$ cat src/rtl/ifft_out_scaler_v2_if.sv
// Sample stream between IFFT source port and scaler, and scaler and IDCT post-processing.
// One beat = I/Q pair plus sop/eop/error framing and the frame size.
interface ifft_out_scaler_v2_if #(
  parameter int W = 16
);
  logic                valid;
  logic                ready;
  logic [1:0]          error;
  logic                sop;
  logic                eop;
  logic signed [W-1:0] re;
  logic signed [W-1:0] im;
  logic [11:0]         fftpts;

  modport master (output valid, error, sop, eop, re, im, fftpts, input ready);
  modport slave  (input valid, error, sop, eop, re, im, fftpts, output ready);
endinterface

$ cat src/rtl/ifft_out_scaler_v2.sv
// Post-IFFT I/Q scaler: per-frame arithmetic right shift, rounding, saturation, frame checks.
// Latency 1 clk; output register plus one skid entry, sink ready drops once the skid fills.
module ifft_out_scaler_v2 #(
  parameter int wDataIn    = 28,
  parameter int wDataOut   = 16,
  parameter int wShift     = 5,
  parameter int ROUND_MODE = 0,
  parameter int wCnt       = 12
) (
  input  logic                clk,
  input  logic                rst_n_sync,
  input  logic [wShift-1:0]   cfg_shift,
  ifft_out_scaler_v2_if.slave  sink,
  ifft_out_scaler_v2_if.master source,
  output logic                overflow,
  output logic                frame_done,
  output logic [wCnt-1:0]     frame_ovf_cnt
);

  localparam int WX = wDataIn + 1;
  localparam logic signed [WX-1:0] SAT_HI = {{(WX-wDataOut+1){1'b0}}, {(wDataOut-1){1'b1}}};
  localparam logic signed [WX-1:0] SAT_LO = {{(WX-wDataOut+1){1'b1}}, {(wDataOut-1){1'b0}}};

  typedef enum logic {IDLE, FRAME} state_t;

  typedef struct packed {
    logic [1:0]          err;
    logic                sop;
    logic                eop;
    logic                sat;
    logic [11:0]         pts;
    logic [wDataOut-1:0] re;
    logic [wDataOut-1:0] im;
  } beat_t;

  // Returns {clamped, value}; clamping is judged on the rounded value, not the output code.
  function automatic logic [wDataOut:0] scale(input logic [wDataIn-1:0] x,
                                              input logic [wShift-1:0]  s);
    logic signed [WX-1:0] xe, half, trunc, r;
    xe = {x[wDataIn-1], x};
    r  = xe;
    if (s != '0) begin
      half  = WX'(1) << (s - 1'b1);
      trunc = xe >>> s;
      if (ROUND_MODE == 1 && ((xe & ((half <<< 1) - WX'(1))) == half) && !trunc[0])
        r = trunc;
      else
        r = (xe + half) >>> s;
    end
    if (r > SAT_HI)
      scale = {1'b1, 1'b0, {(wDataOut-1){1'b1}}};
    else if (r < SAT_LO)
      scale = {1'b1, 1'b1, {(wDataOut-1){1'b0}}};
    else
      scale = {1'b0, r[wDataOut-1:0]};
  endfunction

  state_t            state;
  logic [wShift-1:0] shift_q, shift_cl, shift_use;
  logic [11:0]       pts_q;
  beat_t             out_q, skid_q, nb;
  logic              out_vld, skid_vld, rdy_q;
  logic [wCnt-1:0]   cnt, cnt_inc;
  logic              in_fire, out_fire, sat_i, sat_q;
  logic [1:0]        frm_err;

  always_comb begin
    in_fire   = sink.valid & rdy_q;
    out_fire  = out_vld & source.ready;
    shift_cl  = (32'(cfg_shift) > wDataIn - 1) ? wShift'(wDataIn - 1) : cfg_shift;
    shift_use = sink.sop ? shift_cl : shift_q;
    frm_err   = 2'b00;
    if (state == IDLE && !sink.sop)
      frm_err = 2'b01;
    else if (state == FRAME && sink.sop)
      frm_err = 2'b10;
    nb     = '0;
    sat_i  = 1'b0;
    sat_q  = 1'b0;
    {sat_i, nb.re} = scale(sink.re, shift_use);
    {sat_q, nb.im} = scale(sink.im, shift_use);
    nb.sat = sat_i | sat_q;
    nb.err = (sink.error != 2'b00) ? sink.error : frm_err;
    nb.sop = sink.sop;
    nb.eop = sink.eop;
    nb.pts = sink.sop ? sink.fftpts : pts_q;
    cnt_inc = (out_q.sat && cnt != '1) ? cnt + 1'b1 : cnt;
  end

  always_ff @(posedge clk) begin
    if (!rst_n_sync) begin
      state    <= IDLE;
      shift_q  <= '0;
      pts_q    <= '0;
      out_q    <= '0;
      skid_q   <= '0;
      out_vld  <= 1'b0;
      skid_vld <= 1'b0;
      rdy_q    <= 1'b0;
      cnt      <= '0;
    end else begin
      if (in_fire) begin
        if (sink.sop) begin
          shift_q <= shift_cl;
          pts_q   <= sink.fftpts;
        end
        case (state)
          IDLE:    if (sink.sop && !sink.eop) state <= FRAME;
          FRAME:   if (sink.eop) state <= IDLE;
          default: state <= IDLE;
        endcase
      end
      // Output slot frees: drain skid first so order is preserved.
      if (!out_vld || source.ready) begin
        rdy_q <= 1'b1;
        if (skid_vld) begin
          out_q    <= skid_q;
          out_vld  <= 1'b1;
          skid_vld <= 1'b0;
        end else begin
          out_vld <= in_fire;
          if (in_fire) out_q <= nb;
        end
      end else if (in_fire) begin
        skid_q   <= nb;
        skid_vld <= 1'b1;
        rdy_q    <= 1'b0;
      end
      if (out_fire)
        cnt <= out_q.eop ? '0 : cnt_inc;
    end
  end

  assign sink.ready     = rdy_q;
  assign source.valid   = out_vld;
  assign source.error   = out_q.err;
  assign source.sop     = out_q.sop;
  assign source.eop     = out_q.eop;
  assign source.re      = out_q.re;
  assign source.im      = out_q.im;
  assign source.fftpts  = out_q.pts;
  assign overflow       = out_vld & out_q.sat;
  assign frame_done     = out_fire & out_q.eop;
  assign frame_ovf_cnt  = frame_done ? cnt_inc : '0;

endmodule

$ cat src/flat_wrapper.sv
// flat-port wrapper written by rule: the top's interface ports become plain ports
module ifft_out_scaler_v2_flat 
#(
  parameter int wDataIn    = 28,
  parameter int wDataOut   = 16,
  parameter int wShift     = 5,
  parameter int ROUND_MODE = 0,
  parameter int wCnt       = 12
)
  (clk, rst_n_sync, cfg_shift, overflow, frame_done, frame_ovf_cnt, sink_valid, sink_error, sink_sop, sink_eop, sink_re, sink_im, sink_fftpts, sink_ready, source_valid, source_error, source_sop, source_eop, source_re, source_im, source_fftpts, source_ready);
  ifft_out_scaler_v2_if #(.W(28)) sink_i ();
  ifft_out_scaler_v2_if #(.W(16)) source_i ();
  input  logic clk;
  input  logic rst_n_sync;
  input  logic [wShift-1:0] cfg_shift;
  output logic overflow;
  output logic frame_done;
  output logic [wCnt-1:0] frame_ovf_cnt;
  input wire logic [$bits(sink_i.valid)-1:0] sink_valid;
  input wire logic [$bits(sink_i.error)-1:0] sink_error;
  input wire logic [$bits(sink_i.sop)-1:0] sink_sop;
  input wire logic [$bits(sink_i.eop)-1:0] sink_eop;
  input wire logic [$bits(sink_i.re)-1:0] sink_re;
  input wire logic [$bits(sink_i.im)-1:0] sink_im;
  input wire logic [$bits(sink_i.fftpts)-1:0] sink_fftpts;
  output wire logic [$bits(sink_i.ready)-1:0] sink_ready;
  output wire logic [$bits(source_i.valid)-1:0] source_valid;
  output wire logic [$bits(source_i.error)-1:0] source_error;
  output wire logic [$bits(source_i.sop)-1:0] source_sop;
  output wire logic [$bits(source_i.eop)-1:0] source_eop;
  output wire logic [$bits(source_i.re)-1:0] source_re;
  output wire logic [$bits(source_i.im)-1:0] source_im;
  output wire logic [$bits(source_i.fftpts)-1:0] source_fftpts;
  input wire logic [$bits(source_i.ready)-1:0] source_ready;
  assign sink_i.valid = sink_valid;
  assign sink_i.error = sink_error;
  assign sink_i.sop = sink_sop;
  assign sink_i.eop = sink_eop;
  assign sink_i.re = sink_re;
  assign sink_i.im = sink_im;
  assign sink_i.fftpts = sink_fftpts;
  assign sink_ready = sink_i.ready;
  assign source_valid = source_i.valid;
  assign source_error = source_i.error;
  assign source_sop = source_i.sop;
  assign source_eop = source_i.eop;
  assign source_re = source_i.re;
  assign source_im = source_i.im;
  assign source_fftpts = source_i.fftpts;
  assign source_i.ready = source_ready;
  ifft_out_scaler_v2 #(.wDataIn(wDataIn), .wDataOut(wDataOut), .wShift(wShift), .ROUND_MODE(ROUND_MODE), .wCnt(wCnt)) u_core (.clk(clk), .rst_n_sync(rst_n_sync), .cfg_shift(cfg_shift), .sink(sink_i), .source(source_i), .overflow(overflow), .frame_done(frame_done), .frame_ovf_cnt(frame_ovf_cnt));
endmodule
$ cat config.mk
export PLATFORM = sky130hd
export DESIGN_NAME = ifft_out_scaler_v2_flat
export DESIGN_NICKNAME = d
export VERILOG_FILES = /design/src/rtl/ifft_out_scaler_v2_if.sv /design/src/rtl/ifft_out_scaler_v2.sv /design/src/flat_wrapper.sv
export SDC_FILE = /design/constraint.sdc
export NUM_CORES = 1
export LEC_CHECK = 0
export ABC_AREA = 0
export CORE_UTILIZATION = 40
export CTS_CLUSTER_SIZE = 12
export DETAILED_ROUTE_END_ITERATION = 7
export PLACE_DENSITY = 0.69
export SLEW_MARGIN = 10
export SYNTH_ARGS = -nofsm -noshare
export SYNTH_HDL_FRONTEND = slang
export SYNTH_SLANG_ARGS = --single-unit
$ cat constraint.sdc
create_clock -name clk -period 7.2 [get_ports clk]
set_clock_uncertainty 0.1 [all_clocks]
set_input_delay 1.44 -clock clk [delete_from_list [all_inputs] [get_ports clk]]
set_output_delay 1.44 -clock clk [all_outputs]
set_load 0.005 [all_outputs]
==> impl_metrics.yaml <==
outcome:
  status: "complete, no violations"
yosys:
  ys_async_sr_fraction_pct: 0
  ys_ff_latch: 131
  yosysUniqueCellTypes: 115
  synthFlopType: "dfxtp_1"
  syn_nets: 2416
  syn_area_per_cell_um2: 6.894
  synthCells: 2284
  synth-warning-count: 0
  synth-edff-count: 0
  ys_seq_area_share_pct: 16.65
  syn_area_um2: 15750
place:
  place_area_um2: 20830
  hpwl_um: 61040
  dp_slack_ps: -468.2
  placed_cells: 3246
  place_congestion: 1.048
  io_buffers: 144
cells_and_area:
  area_growth_pct: 37.63
  finalNonFillerCells: 3278
  final_cell_area_um2: 21670
  drive_gt1_share_pct: 25.43
  layout_common_cells: "518 x buf_4, 257 x nand2_1, 227 x nor2_1, 219 x a21oi_1, 157 x o21ai_0"
  n_antenna_cell: 0
  nets: 2880
  final_common_cell: "buf_4"
  final_core_util_pct: 55.95
worst_setup_path:
  worstPathRequired_ps: 7400
  cp.arrival_ps: 7330
  slowest_stage: "clkdlybuf4s50_1"
  crit_path_max_incr_delay_ps: 510
  critPathLaunchType: "input pin"
  crit_top_cell: "buf_4"
  worstPathMaxFanout: 7
  crit_type: "input pin to flop"
  end_kind: "flop"
hold_path:
  holdCritPathClass: "flop to flop"
floorplan:
  rows: 72
  core_um2: 38740
  die_w_um: 200.4
  floorplan.initialDensity_pct: 40.65
  pin_count: 145
  die_area_um2: 40160
  die_h_um: 200.4
sta:
  fmax_mhz: 140.4
  setup_slack_ps: 75.33
  min_period_ps: 7125
  slew_headroom_pct: 19.87
  tightest_slew_ps: 1202
  rsz0062_at_grt: "yes"
  hold_viol_final: 0
  finalSetupViolCount: 0
  post-route-period-util_pct: 98.95
  slew_violations: 0
power_and_ir_drop:
  total_power_uw: 3210
  p_sw_uw: 1235
  p_seq_share_pct: 24.4
  clkPwrFrac_pct: 28.7
  peakVddDrop_mv: 0.1845
  p_int_uw: 1975
  power_density_nw_per_um2: 148.1
  p_sw_share_pct: 38.49
  power_frac_comb_pct: 46.9
  p_leak_uw: 0.008925
cts:
  cts_hold_buffers: 0
  clock-sinks: 131
  clkTransAtPathRegs_ps: 60
  cts_buffers: 17
  htree_levels: 4
  cts_buffer_depth: 2
  clk_latency_ps: 420
  cts-root-buf: "clkbuf_16"
  cts_tree: "yes"
routing:
  first_pass_iters: 6
  vias_per_cell: 6.301
  vias: 20650
  wl_um: 77520
  drt_iter0_drc: 2136
  postRouteAntennaNets: 0
  drc: 0
  wl_per_cell_um: 23.65
grt:
  grt_max_degree: 72
  grt_pass1_vias: 19660
  grt_usage_pct: 37.12
  overflow: 0
  antenna_found_initial: 0
  grt_pass1_wl_um: 116400
run:
  maxCapViolCount: 0
==> cell usage after synthesis, drive strengths merged (8+ instances only) <==
| master | number | area share, % |
|---|---|---|
| o41ai | 8 | 0.49 |
| buf | 79 | 3.2 |
| or2 | 20 | 0.79 |
| nand2 | 260 | 6.2 |
| o221ai | 10 | 0.56 |
| a31o | 8 | 0.44 |
| a21boi | 13 | 0.64 |
| nand4 | 31 | 1.2 |
| o21a | 22 | 1.0 |
| and2 | 25 | 1.0 |
| nor2b | 10 | 0.40 |
| and3 | 27 | 1.1 |
| xor2 | 16 | 0.94 |
| a211oi | 75 | 3.7 |
| clkbuf | 144 | 3.4 |
| ha | 51 | 4.1 |
| a31oi | 39 | 1.6 |
| a311oi | 9 | 0.50 |
| a21oi | 235 | 7.7 |
| o211a | 9 | 0.57 |
| nor2 | 241 | 5.9 |
| inv | 32 | 0.76 |
| o31a | 8 | 0.44 |
| mux2i | 64 | 4.1 |
| a22oi | 14 | 0.70 |
| o2111ai | 10 | 0.56 |
| o31ai | 21 | 1.1 |
| xnor2 | 36 | 2.1 |
| nand2b | 18 | 0.76 |
| o211ai | 63 | 3.0 |
| o21bai | 14 | 0.67 |
| or3 | 18 | 0.72 |
| nor4 | 19 | 0.87 |
| o21ai | 172 | 5.5 |
| nand3 | 59 | 1.9 |
| a221o | 8 | 0.51 |
| and4 | 9 | 0.50 |
| o22ai | 16 | 0.68 |
| nand3b | 31 | 1.5 |
| a21o | 27 | 1.3 |
| a211o | 14 | 0.78 |
| dfxtp | 131 | 17 |
| a221oi | 13 | 0.72 |
| nor3 | 63 | 2.4 |
==> power by group through the flow <==
stage	registers [µW]	clock network, µW	logic [µW]
final	782	921	1510
after global placement	795	0	1440
after floorplan	787	0	772
after CTS	781	926	1450
after detailed placement	796	0	1440
after global routing	785	962	1590
==> through the flow <==
step	hold WS (ps)	setup TNS, ps
after floorplan	332.2	0
after global placement	339.8	-15800
after detailed placement	345.7	-19180
after CTS	353.5	0
after global routing	371.6	-42.67
final	352.7	0
==> cell families (layout without fill, tap and decap cells) <==
logic type                 after synthesis  in the layout  synth area share (%)
buffers and inverters                  255            731                 7.445
and+or+nand+nor                        849            849                 26.34
adders and majority gates               52             52                 4.116
muxes                                   72             72                 4.815
AOI/OAI and AO/OA                      873            873                 37.64
DFF                                    131            131                 16.65
xor gates and xnor gates                52             52                 2.988
==> per-layer routing <==
| metal | track usage [%] | vias to the layer above | share of wire, % |
|---|---|---|---|
| met5 | 0 | - | 0 |
| met4 | 17.58 | 0 | 5.3 |
| met3 | 6.088 | 214 | 8.6 |
| met2 | 61.07 | 1133 | 46 |
| met1 | 47.21 | 9840 | 40 |
| li1 | - | 9467 | - |
==> worst max-delay path, delay by kind of cell <==
kind	cells	cell delay, ps
fa+ha+maj	2	450
simple gates	8	1520
compound gates	8	1670
buf+inv	11	2210
==> cell type report <==
cell class / count / area [µm²]
Fill cell: 3770 / 17070
Clock inverter: 12 / 180.2
Inverter: 32 / 120.1
Tap cell: 518 / 648.1
Clock buffer: 19 / 442.9
Sequential cell: 131 / 2624
Multi-Input combinational cell: 1898 / 12230
Timing Repair Buffer: 668 / 5423
==> sequential cells by signal, indices dropped and copies added (netlist names) <==
signal / count
u_core.pts_q: 12
u_core.out_q: 1
u_core.source.error: 2
u_core.source.fftpts: 12
u_core.skid_q: 49
u_core.shift_q: 5
u_core.cnt: 12
u_core.source.re: 16
u_core.skid_vld: 1
u_core.source.valid: 1
u_core.sink.ready: 1
u_core.source.sop: 1
u_core.source.eop: 1
u_core.state: 1
u_core.source.im: 16
==> repair_timing <==
item                                    4_1_cts  5_1_grt
endpoints found under the hold margin         0        0
endpoints found under the setup margin        5       60
resized for setup                             4       51
pin swaps                                     0       10
buffers inserted                              0        1
==> final timing paths <==
path                            cells past startpoint                                end                              start  slack, ps
worst max-delay path                               29  u_core.source.re[13]$_SDFFE_PN0P_                       cfg_shift[3]         80
worst max register to register                     21     u_core.skid_q[17]$_SDFFE_PN0P_     u_core.shift_q[3]$_SDFFE_PN0P_       1280
worst min-delay path                                2  u_core.source.im[15]$_SDFFE_PN0P_  u_core.source.im[15]$_SDFFE_PN0P_        350
worst min register to register                      2  u_core.source.im[15]$_SDFFE_PN0P_  u_core.source.im[15]$_SDFFE_PN0P_        350
No activity file was read; power rests on OpenSTA's default activity.
